### src/rtl/risc_v_mike_mem_arbiter.sv
// Round-robin arbiter sharing one single-port memory between the fetch port and
// the load/store port; one transaction in flight, fixed read latency.
module risc_v_mike_mem_arbiter #(
  parameter int ADDR_W  = 32,
  parameter int DATA_W  = 32,
  parameter int MEM_LAT = 1
) (
  input  logic                i_clk,
  input  logic                i_rst,
  input  logic                i_if_req,
  input  logic [ADDR_W-1:0]   i_if_addr,
  output logic                o_if_gnt,
  output logic                o_if_rvalid,
  output logic [DATA_W-1:0]   o_if_rdata,
  input  logic                i_d_req,
  input  logic                i_d_we,
  input  logic [ADDR_W-1:0]   i_d_addr,
  input  logic [DATA_W/8-1:0] i_d_be,
  input  logic [DATA_W-1:0]   i_d_wdata,
  output logic                o_d_gnt,
  output logic                o_d_rvalid,
  output logic [DATA_W-1:0]   o_d_rdata,
  output logic                o_mem_en,
  output logic                o_mem_we,
  output logic [ADDR_W-1:0]   o_mem_addr,
  output logic [DATA_W/8-1:0] o_mem_be,
  output logic [DATA_W-1:0]   o_mem_wdata,
  input  logic [DATA_W-1:0]   i_mem_rdata,
  output logic                o_dbg_busy
);

  // Handshake: a request is held (with its address/data) until the matching
  // gnt is seen high in a cycle; the response rvalid is a single-cycle pulse
  // exactly MEM_LAT cycles after that gnt, with rdata valid only alongside it.

  localparam logic [2:0] LAT = 3'(MEM_LAT);

  typedef enum logic {S_IDLE = 1'b0, S_BUSY = 1'b1} state_t;

  state_t     r_state, w_state_nx;
  logic [2:0] r_cnt,   w_cnt_nx;
  logic       r_owner, w_owner_nx;  // 1 = D owns the outstanding transaction
  logic       r_we,    w_we_nx;
  logic       r_last,  w_last_nx;   // 1 = D was granted most recently

  logic w_expire, w_slot, w_gnt_if, w_gnt_d, w_rsp;

  always_ff @(posedge i_clk) begin
    if (!i_rst) begin
      r_state <= S_IDLE;
      r_cnt   <= 3'd0;
      r_owner <= 1'b0;
      r_we    <= 1'b0;
      r_last  <= 1'b0;
    end else begin
      r_state <= w_state_nx;
      r_cnt   <= w_cnt_nx;
      r_owner <= w_owner_nx;
      r_we    <= w_we_nx;
      r_last  <= w_last_nx;
    end
  end

  always_comb begin
    w_state_nx = r_state;
    w_cnt_nx   = r_cnt;
    w_owner_nx = r_owner;
    w_we_nx    = r_we;
    w_last_nx  = r_last;

    // The counter sits at 1 in the cycle the memory data is due.
    w_expire = (r_state == S_BUSY) && (r_cnt == 3'd1);
    w_slot   = i_rst && ((r_state == S_IDLE) || w_expire);
    w_gnt_d  = w_slot && i_d_req && (!i_if_req || !r_last);
    w_gnt_if = w_slot && i_if_req && !w_gnt_d;
    w_rsp    = i_rst && w_expire;

    if (w_gnt_if || w_gnt_d) begin
      w_state_nx = S_BUSY;
      w_cnt_nx   = LAT;
      w_owner_nx = w_gnt_d;
      w_we_nx    = w_gnt_d && i_d_we;
      w_last_nx  = w_gnt_d;
    end else if (w_expire) begin
      w_state_nx = S_IDLE;
      w_cnt_nx   = 3'd0;
    end else if (r_state == S_BUSY) begin
      w_cnt_nx   = r_cnt - 3'd1;
    end
  end

  always_comb begin
    o_if_gnt    = w_gnt_if;
    o_d_gnt     = w_gnt_d;
    o_mem_en    = w_gnt_if || w_gnt_d;
    o_mem_we    = w_gnt_d && i_d_we;
    o_mem_addr  = '0;
    o_mem_be    = '0;
    o_mem_wdata = '0;
    if (w_gnt_d) begin
      o_mem_addr  = i_d_addr;
      o_mem_be    = i_d_be;
      o_mem_wdata = i_d_wdata;
    end else if (w_gnt_if) begin
      o_mem_addr  = i_if_addr;
      o_mem_be    = '1;
    end

    o_if_rvalid = w_rsp && !r_owner;
    o_d_rvalid  = w_rsp && r_owner;
    o_if_rdata  = o_if_rvalid ? i_mem_rdata : '0;
    // A store acknowledge carries no data.
    o_d_rdata   = (o_d_rvalid && !r_we) ? i_mem_rdata : '0;
    o_dbg_busy  = (r_state == S_BUSY);
  end

endmodule
### config.mk
export PLATFORM = sky130hd
export DESIGN_NAME = risc_v_mike_mem_arbiter
export DESIGN_NICKNAME = d
export VERILOG_FILES = /design/src/rtl/risc_v_mike_mem_arbiter.sv
export SDC_FILE = /design/constraint.sdc
export NUM_CORES = 1
export LEC_CHECK = 0
export CAP_MARGIN = 10
export CORE_AREA = 2 2 108 110
export CTS_BUF_LIST = sky130_fd_sc_hd__clkbuf_4 sky130_fd_sc_hd__clkbuf_8
export DETAILED_ROUTE_END_ITERATION = 12
export DIE_AREA = 0 0 110 112
export DONT_BUFFER_PORTS = 1
export PLACE_DENSITY_LB_ADDON = 0.12
export SETUP_SLACK_MARGIN = 0.1
export SLEW_MARGIN = 10
export SYNTH_ARGS = -nofsm -noshare
export SYNTH_HDL_FRONTEND = slang
export SYNTH_SLANG_ARGS = --single-unit
### constraint.sdc
create_clock -name i_clk -period 3.35 [get_ports i_clk]
set_input_delay 0.1675 -clock i_clk [delete_from_list [all_inputs] [get_ports i_clk]]
set_output_delay 0.1675 -clock i_clk [all_outputs]
set_load 0.01 [all_outputs]
# After elaboration in Yosys (flattened, before gate mapping)
# Index checks and enable logic that the tools add are counted.
# word_totals
ff_bits	6
elab_cells	42
# op_classes
n_addsub	1
eq_ne	1
mux	12
bitwise_logic	2
n_reduce_logical	21
# op_table
cell	count
$mux W32	5
$logic_and A1 B1 Y1	11
$mux W4	2
$mux W1	5
$logic_not A1 Y1	4
$eq A3 B1 Y1 const B	1
$logic_or A1 B1 Y1	3
$reduce_bool A3 Y1	1
$reduce_or A3 Y1	1
$sub A3 B1 Y3 const B	1
$not A1 Y1	2
$reduce_bool A2 Y1	1

# Logic depth before layout (Yosys ltp)
# Gate-level depths: netlist of the first run.
# depth
depth_word	10
depth_mapped	6
depth_no_buf	5

# Worst setup path before layout of the first run
# No wires, ideal clock.
# synth_path
path_kind	register to output
from	reg r_cnt[0]
to	out o_d_rdata[10]
arrival_time_ps	1386
slack_ps	1796
stages_incl_launch_ff	6
n_path_buf	1
cell_sequence	dfxtp_1 -> ha_1 -> nand2b_2 -> nor3_1 -> clkbuf_2 -> and2_1
# synth_between
elab_chain_len	6
# synth_rtl
item	line_no	source
start: declaration	41	logic [2:0] r_cnt, w_cnt_nx;
start signal: assignment	57	r_cnt <= w_cnt_nx;
$eq A3 B1 Y1	72	w_expire = (r_state == S_BUSY) && (r_cnt == 3'd1);
$logic_and A1 B1 Y1	72	
$logic_and A1 B1 Y1	76	w_rsp = i_rst && w_expire;
$logic_and A1 B1 Y1	110	o_d_rvalid = w_rsp && r_owner;
$logic_and A1 B1 Y1	113	o_d_rdata = (o_d_rvalid && !r_we) ? i_mem_rdata : '0;
$mux W32	113	
end: declaration	22	output logic [DATA_W-1:0] o_d_rdata,
# No other way between the ends.

# Worst setup path after layout of the first run
# layout_path
from	reg r_state, in the netlist o_dbg_busy
to	out o_mem_be[3]
# layout_between
elab_chain_len	9
elab_cells_between_ends	11
cone_classes	mux: 2; bitwise: 1; reduce/logical: 8
# layout_rtl
item	line_no	source
start: declaration	40	state_t r_state, w_state_nx;
start signal: assignment	56	r_state <= w_state_nx;
$logic_and A1 B1 Y1 / $not A1 Y1 (equally long branches)	72, 73	
$logic_or A1 B1 Y1 (*)	73	w_slot = i_rst && ((r_state == S_IDLE) || w_expire);
$logic_and A1 B1 Y1 (*)	73	
$logic_and A1 B1 Y1 (2 in a row)	74	w_gnt_d = w_slot && i_d_req && (!i_if_req || !r_last);
$logic_not A1 Y1	75	w_gnt_if = w_slot && i_if_req && !w_gnt_d;
$logic_and A1 B1 Y1	75	
$mux W4	104	end else if (w_gnt_if) begin
$mux W4 (*)	100	if (w_gnt_d) begin
end: declaration	26	output logic [DATA_W/8-1:0] o_mem_be,
# Every way passes the cells marked *; elsewhere a longest branch is shown, timed or not.

==> results of run 1 <==
==> metrics by stage <==
stage	cell area [µm²]	util, %	cells
after floorplan	1610	-	273
after global placement	1703	15.24	397
after detailed placement	1703	15.24	397
after CTS	1744	15.61	400
after global routing	1744	15.61	400
final	1744	15.61	400
==> sequential cells by signal, summed over array words and instances (netlist names) <==
signal / cells
r_last: 1
r_we: 1
o_dbg_busy: 1
r_cnt: 3
==> per-layer routing <==
layer,wire length (µm),vias to the layer above,global-route usage (%)
met5,0,-,0
met4,50,0,1.435
met3,591,4,2.342
met2,3380,143,16.44
met1,2219,840,9.139
li1,-,856,-
==> power breakdown <==
part	total [W]	internal [W]	switching [W]
clock	0.000113	0.0000776	0.0000352
sequential	0.0000870	0.0000777	0.00000932
combinational	0.000183	0.0000561	0.000127
==> kinds of logic (layout without fill, tap and decap cells) <==
| group | count (synthesis) | after routing | share of synthesized area [%] |
|---|---|---|---|
| and+or+nand+nor | 185 | 185 | 62.78 |
| buffers and inverters | 30 | 14 | 9.867 |
| adders and majority gates | 2 | 2 | 1.554 |
| AOI/OAI and AO/OA | 49 | 49 | 17.64 |
| DFF | 6 | 6 | 7.460 |
| muxes | 1 | 1 | 0.6993 |
==> cell type report <==
cell class | instances | area share [%]
Inverter | 5 | 1.076
Multi-Input combinational cell | 237 | 76.83
Sequential cell | 6 | 6.887
Tap cell | 143 | 10.26
Clock buffer | 3 | 2.367
Timing Repair Buffer | 6 | 2.583
==> placed cells by master, fill, tap and decap left out, types with 2 or more instances in the layout <==
master,Yosys,final
inv_1,5,5
nand3_1,34,34
ha_1,2,2
nor2_1,7,7
dfxtp_1,6,6
buf_4,1,6
clkbuf_8,0,3
and2_1,97,97
nand2_1,41,41
a221oi_1,2,2
a21oi_1,40,40
==> worst max path at each step <==
stage	slack, ns	end
2_1_floorplan	1.80	o_d_rdata[10]
3_3_place_gp	1.08	o_mem_addr[15]
3_5_place_dp	1.04	o_mem_addr[23]
4_1_cts	0.81	o_mem_addr[23]
5_1_grt	0.69	o_mem_addr[23]
6_report	0.85	o_mem_be[3]
==> impl_metrics.ini, run 1 <==
[routing]
routed_wl_um = 6241
drt-initial-drc-count = 85
routed_via_density = 4.608
route.detailed.drc = 0
wl_per_cell_um = 15.60
antenna_left = 0
vias = 1843
first_pass_iters = 4

[finish]
nNetsFinal = 398
area.sequential_um2 = 120.1
area_delta_synth_final_pct = 8.314
antenna_cells = 0
drive_gt1_share_pct = 6.226
multi_input_area_um2 = 1340
fill_cells = 1286

[cts]
cts_made_buffers = 3
ctsResizeCount = 0
htree_levels = 1
clk_pin_slew_ns = 0.04
cts.sinks = 6
clk-insertion-delay-late_ns = 0.23
ctsHoldBuffers = 0
clock_path_buffers = 2
clockRootBuffer = clkbuf_8
cts_tree = done
cts_setup_buffers = 0

[synthesis]
synth_area_um2 = 1610
synth_area_leaders = and2_1 38%, a21oi_1 12%, nand3_1 11%
synth_most_common_cell = and2_1
synth_ff_type = dfxtp_1
synth_edf_count = 0
ys_warn_count = 0
synth_largest_area_cell = and2_1
synthesis.instances = 273
async_flop_share_pct = 0
yosysUniqueCellTypes = 28
synth_seq_cells = 6
synth_nets = 412
syn_area_per_cell_um2 = 5.899
seq_area_frac_synth_pct = 7.459
ys_top_cells_by_count = 97 x and2_1, 41 x nand2_1, 40 x a21oi_1
yosys.area.top_type_share_pct = 37.68

[sta]
rsz0062_at_grt = no
hold_viol_final = 0
setup_viol = 0
report.final.slew_viol_count = 0
setup_slack_ns = 0.8549
whs_ns = 0.08895
relSlewSlack_pct = 41.45
setup_tns_ns = 0
fin_skew_ns = 0.004680
fin_crit_sh_pct = 74.48
fmax_mhz = 400.8
min_period_ns = 2.495
max_slew.worst_pin.slew_ns = 0.8781

[placed_design]
post-place-ws_ns = 1.040
routabilityCongestion = 0.6966
portBuffers = 0
dpl.hpwl_um = 5179

[floorplan]
pin_count = 276
fp.dieH_um = 112
initial_utilization_pct = 14.41
die_w_um = 110
rows = 39
core-area_um2 = 11170
die_area_um2 = 12320

[worst_setup_path]
path_cells = inv_1, o21ai_2, buf_4, a21oi_1
startpoint = o_dbg_busy$_SDFFE_PN0P_
criticalPathCategory = reg2out
endpoint_kind = output pin
r2r-start = o_dbg_busy$_SDFFE_PN0P_
path_max_fanout = 21
critPathArrivalTime_ns = 2.33
crit_slowest_cell = o21ai_2
r2r-end = r_we$_SDFFE_PN0P_
worstPathRequired_ns = 3.18
start_kind = register
ff2ff_setup_slack_ns = 1.41
cp.depth = 4
cp_top_family = compound AO/OA/AOI/OAI gates
path_buf_inv = 2
slowest_delay_ns = 0.75
reg2reg_depth = 3

[power_and_ir_drop]
cellPowerDensity_nw_per_um2 = 219.5
leakage_nw = 0.6460
p_total_w = 0.0003828
ir_worst_vdd_mv = 0.09926

[global_route]
grt_max_degree = 38
antenna_found_initial = 0
gr-total-overflow = 0
track_usage_pct = 8.537
grt_pass1_vias = 1625
grt_pass1_wl_um = 8155

[hold_path]
hold_start = i_rst
min_path_cells = 2
min_path_type = in2reg
min_to = r_we$_SDFFE_PN0P_

[outcome]
status = finished clean

[run]
maxCapViolations = 0
Power figures use the tool's default switching activity.
==> run 2, diff against run 1 <==
- clock period: 3.35 -> 2.3 ns (I/O delays scaled with it)
==> run 2 against run 1 <==
  * Core utilization increased by 0.34 points
  * Sequential share of layout area decreased by 0.15 points
  * Routed wire length decreased by 0.22%
  * Worst setup slack got worse by 0.42 ns
  * Cell count increased by 1.3%
  * Sequential cell count unchanged
  * Clock power increased by 41%
  * Largest power group unchanged
  * Sequential power increased by 43%
  * Critical path type unchanged
  * Combinational power increased by 50%
  * First-iteration DRC count decreased by 67%
  * Design area increased by 2.2%
==> impl_metrics.ini, run 2 (synthesized netlist as in run 1, its figures left out) <==
[floorplan]
pin_count = 276
rows = 39
core-area_um2 = 11170
die_w_um = 110
initial_utilization_pct = 14.41
die_area_um2 = 12320
fp.dieH_um = 112

[finish]
area_delta_synth_final_pct = 10.65
largest_reg_flops = 3
final_area_um2 = 1782
fill_cells = 1289
drive_gt1_share_pct = 8.015
multi_input_area_um2 = 1340
final_util_pct = 15.94
final_common_cell = and2_1
nNetsFinal = 403
area.sequential_um2 = 120.1
regMostFlops = r_cnt
antenna_cells = 0
final_cell_mix = 97 x and2_1, 41 x nand2_1, 40 x a21oi_1

[routing]
wl_per_cell_um = 15.38
drt-initial-drc-count = 28
route.detailed.drc = 0
antenna_left = 0
first_pass_iters = 4
vias = 1873
routed_wl_um = 6227
routed_via_density = 4.625

[global_route]
track_usage_pct = 8.763
antenna_found_initial = 0
grt_pass1_wl_um = 8362
grt_pass1_vias = 1666
gr-total-overflow = 0
grt_max_degree = 41

[worst_setup_path]
start_kind = register
criticalPathCategory = reg2out
path_buf_inv = 1
cp_top_family = compound AO/OA/AOI/OAI gates
endpoint_kind = output pin
worstPathRequired_ns = 2.18
path_max_fanout = 40
critPathArrivalTime_ns = 1.75
slowest_delay_ns = 0.36
crit_slowest_cell = dfxtp_1
path_cells = ha_1, nor2b_1, o21ai_2, buf_4, a21oi_1

[run]
maxCapViolations = 0

[sta]
report.final.slew_viol_count = 0
setup_tns_ns = 0
fin_crit_sh_pct = 81.10
setup_viol = 0
relSlewSlack_pct = 59.70
min_period_ns = 1.865
fmax_mhz = 536.1
max_slew.worst_pin.slew_ns = 0.6022
hold_viol_final = 0
whs_ns = 0.04958
rsz0062_at_grt = no
fin_skew_ns = 0.001934

[power_and_ir_drop]
leakage_nw = 0.6721
p_total_w = 0.0005582
ir_worst_vdd_mv = 0.1218
cellPowerDensity_nw_per_um2 = 313.3

[cts]
htree_levels = 1
clk_pin_slew_ns = 0.04
ctsResizeCount = 0
clock_path_buffers = 2
cts_tree = done
cts_setup_buffers = 0
ctsHoldBuffers = 0
cts.sinks = 6
clockRootBuffer = clkbuf_8
clk-insertion-delay-late_ns = 0.22
cts_made_buffers = 3

[placed_design]
portBuffers = 0
dpl.hpwl_um = 5133
place_area_um2 = 1740
routabilityCongestion = 0.7104

[outcome]
status = finished clean

[hold_path]
min_path_type = in2reg
[run 2: cell count changes in the layout (fill, tap and decap cells not counted)]
| cell | previous run | this run |
|---|---|---|
| buf_4 | 6 | 11 |
[run 2: worst register-to-register path, delay by kind of cell, from the launching register on]
kind | cells | cell delay (ns)
mux | 1 | 0.37
flops | 1 | 0.36
simple gates | 1 | 0.30
compound gates | 1 | 0.27
fa+ha+maj | 1 | 0.21
[run 2: worst paths after layout]
check                        start                     to  slack (ns)  depth (start not counted)
min                          i_rst      r_we$_SDFFE_PN0P_        0.05                          2
max reg2reg  r_cnt[0]$_SDFFE_PN0P_  r_cnt[0]$_SDFFE_PN0P_        0.70                          4
max          r_cnt[0]$_SDFFE_PN0P_         o_mem_addr[27]        0.43                          5
min reg2reg      r_we$_SDFFE_PN0P_      r_we$_SDFFE_PN0P_        0.48                          2
[run 2: metrics by stage]
step	setup slack (ns)	cells
floorplan	0.7986	273
CTS	0.3906	405
global placement	0.6084	402
finish	0.4347	405
global route	0.2563	405
detailed placement	0.6306	402
[run 2: area by class of cell]
| cell class | count | share of cell area [%] |
|---|---|---|
| flip-flops and latches | 6 | 6.742 |
| repair buffers | 11 | 4.635 |
| clock buffers | 3 | 2.317 |
| inverters | 5 | 1.053 |
| well taps | 143 | 10.04 |
| multi-input cells | 237 | 75.21 |
[run 2: per-layer routing]
metal  vias to the layer above  wire length [µm]  GRT usage [%]
met1                       855              2156          8.927
met5                         -                 0              0
met2                       142              3349          16.73
met4                         0                89          2.194
met3                         8               632          2.869
li1                        868                 -              -
[run 2: power by group]
| group | internal (W) | total, W | switching, W |
|---|---|---|---|
| Sequential | 0.000113 | 0.000124 | 0.0000108 |
| Combinational | 0.0000881 | 0.000275 | 0.000187 |
| Clock | 0.000113 | 0.000159 | 0.0000464 |
| Total | 0.000314 | 0.000558 | 0.000244 |
==> run 3, diff against run 2 <==
- clock period: 2.3 -> 1.6 ns (I/O delays scaled with it)
==> run 3 against run 2 <==
  * The flow now finishes with violations (setup timing)
  * Worst setup slack lost 0.44 ns
  * Design area grew 53%
  * Sequential share of layout area shrank 2.1 points
  * First-iteration DRC count grew to 2.6 times the previous value
  * Core utilization grew 8.4 points
  * Die area is the same
  * Hold slack lost 0.013 ns
  * Register-to-register slack lost 0.61 ns
  * Via count grew 9.3%
  * Largest power group unchanged
==> impl_metrics.ini, run 3 (synthesized netlist as in run 1, its figures left out) <==
[sta]
setup_slack_ns = -0.006507
max_slew.worst_pin.slew_ns = 0.5531
report.final.slew_viol_count = 0
fin_crit_sh_pct = 100.4
hold_viol_final = 0
min_period_ns = 1.607
setup_tns_ns = -0.01733
setup_viol = 6
relSlewSlack_pct = 62.99
fin_skew_ns = 0.0003391
rsz0062_at_grt = yes
fmax_mhz = 622.5

[placed_design]
post-place-ws_ns = -0.008544
place_area_um2 = 1868
routabilityCongestion = 0.7445
portBuffers = 0
dpl.hpwl_um = 5051

[floorplan]
core-area_um2 = 11170
die_area_um2 = 12320
die_w_um = 110
pin_count = 276
rows = 39
fp.dieH_um = 112
initial_utilization_pct = 14.41

[power_and_ir_drop]
p_switching_w = 0.0004749
p_total_w = 0.001102
seqPwrFrac_pct = 16.1
cellPowerDensity_nw_per_um2 = 405.3
clock_power_share_pct = 21.6
ir_worst_vdd_mv = 0.2301
power_frac_comb_pct = 62.3
leakage_nw = 1.013
swShare_pct = 43.11
p_int_w = 0.0006266

[global_route]
top_usage_layer = met2
grt_pass1_wl_um = 9998
gr-total-overflow = 0
gr-usage-met2_pct = 19.88
grt_max_degree = 38
grt_util_met3_pct = 3.454
antenna_found_initial = 0
grtUsageMet1_pct = 11.64
grt_pass1_vias = 1893
track_usage_pct = 10.58

[worst_setup_path]
worstPathRequired_ns = 1.52
path_cells = inv_2, ha_4, nor2b_4, o21ai_4, buf_6, buf_16, a21oi_4
criticalPathCategory = reg2out
ff2ff_setup_slack_ns = 0.09
crit_slowest_cell = dfxtp_2
endpoint_kind = output pin
critPathArrivalTime_ns = 1.53
slowest_delay_ns = 0.32
start_kind = register
path_max_fanout = 10

[outcome]
violations = setup timing
status = finished with violations

[routing]
vias = 2048
wl_per_cell_um = 17.94
antenna_left = 0
drt-initial-drc-count = 74
first_pass_iters = 4
route.detailed.drc = 0
routed_wl_um = 7766
routed_via_density = 4.730

[finish]
regMostFlops = r_cnt
antenna_cells = 0
final_cell_mix = 65 x and2_4, 40 x nand2_1, 33 x nand3_1
area_delta_synth_final_pct = 68.76
final_util_pct = 24.32
nNetsFinal = 431
final_area_um2 = 2718
final_common_cell = and2_4
largest_reg_flops = 3
drive_gt1_share_pct = 51.72

[cts]
clockRootBuffer = clkbuf_8
clk_pin_slew_ns = 0.04
cts_tree = done
clk-insertion-delay-late_ns = 0.23
cts_made_buffers = 3
cts.sinks = 6
clock_path_buffers = 2
htree_levels = 1

[hold_path]
min_path_type = in2reg

[run]
maxCapViolations = 0
==> run 3: cell count changes in the layout (fill, tap and decap cells not counted), moves of 5 or more <==
cell,delta
a21oi_1,-25
and2_4,+65
buf_16,+5
and2_1,-65
buf_6,+9
a21oi_4,+19
a21oi_2,+6
buf_12,+7
==> run 3: metrics by stage <==
stage | std cells | hold slack, ns
6_report | 433 | 0.03671
5_1_grt | 433 | 0.04985
4_1_cts | 429 | 0.04236
3_5_place_dp | 409 | 0.2379
3_3_place_gp | 409 | 0.2332
2_1_floorplan | 273 | 0.2262
==> run 3: timing repair <==
| action | 4_1_cts | 5_1_grt |
|---|---|---|
| cloned | 6 | 3 |
| buffers inserted | 10 | 2 |
| resized for setup | 97 | 45 |
| pin swaps | 36 | 25 |
| hold endpoints to repair | 1 | 0 |
| hold buffers | 1 | 0 |
| endpoints found under the setup margin | 138 | 139 |
==> run 3: final timing paths <==
path,from,to,depth (start not counted)
worst max-delay path,r_cnt[1]$_SDFFE_PP0P_,o_mem_addr[28],7
worst min-delay path,i_d_req,r_last$_SDFFE_PN0P_,2
worst max register to register,r_cnt[1]$_SDFFE_PP0P_,r_cnt[0]$_SDFFE_PN0P_,6
worst min register to register,r_cnt[1]$_SDFFE_PP0P_,r_cnt[1]$_SDFFE_PP0P_,2
==> run 3: final cells by class <==
type	count	area, µm²
Clock buffer	3	41.29
Tap cell	143	178.9
Fill cell	1224	8457
Inverter	5	18.77
Sequential cell	6	125.1
Timing Repair Buffer	39	559.3
Multi-Input combinational cell	237	1794
==> run 3: critical path: cells and delay by family, from the launching register on <==
kind                     cells  cell delay, ns
buffers and inverters        3            0.41
flip-flops                   1            0.32
AO/OA/AOI/OAI                2            0.25
adder cells (fa/ha/maj)      1            0.16
AND/OR/NAND/NOR              1            0.14
==> run 3: routing by layer <==
metal  up-vias  share of wire, %
met5         -                 0
met2       141                55
met3         6               8.3
met1       980                36
met4         0              0.58
li1        921                 -
==> run 3: power groups by stage <==
stage | clock network [W] | logic [W] | registers, W
6_report | 0.000238 | 0.000686 | 0.000177
5_1_grt | 0.000258 | 0.000735 | 0.000180
4_1_cts | 0.000246 | 0.000643 | 0.000176
3_5_place_dp | 0 | 0.000456 | 0.000173
3_3_place_gp | 0 | 0.000462 | 0.000173
2_1_floorplan | 0 | 0.000351 | 0.000176
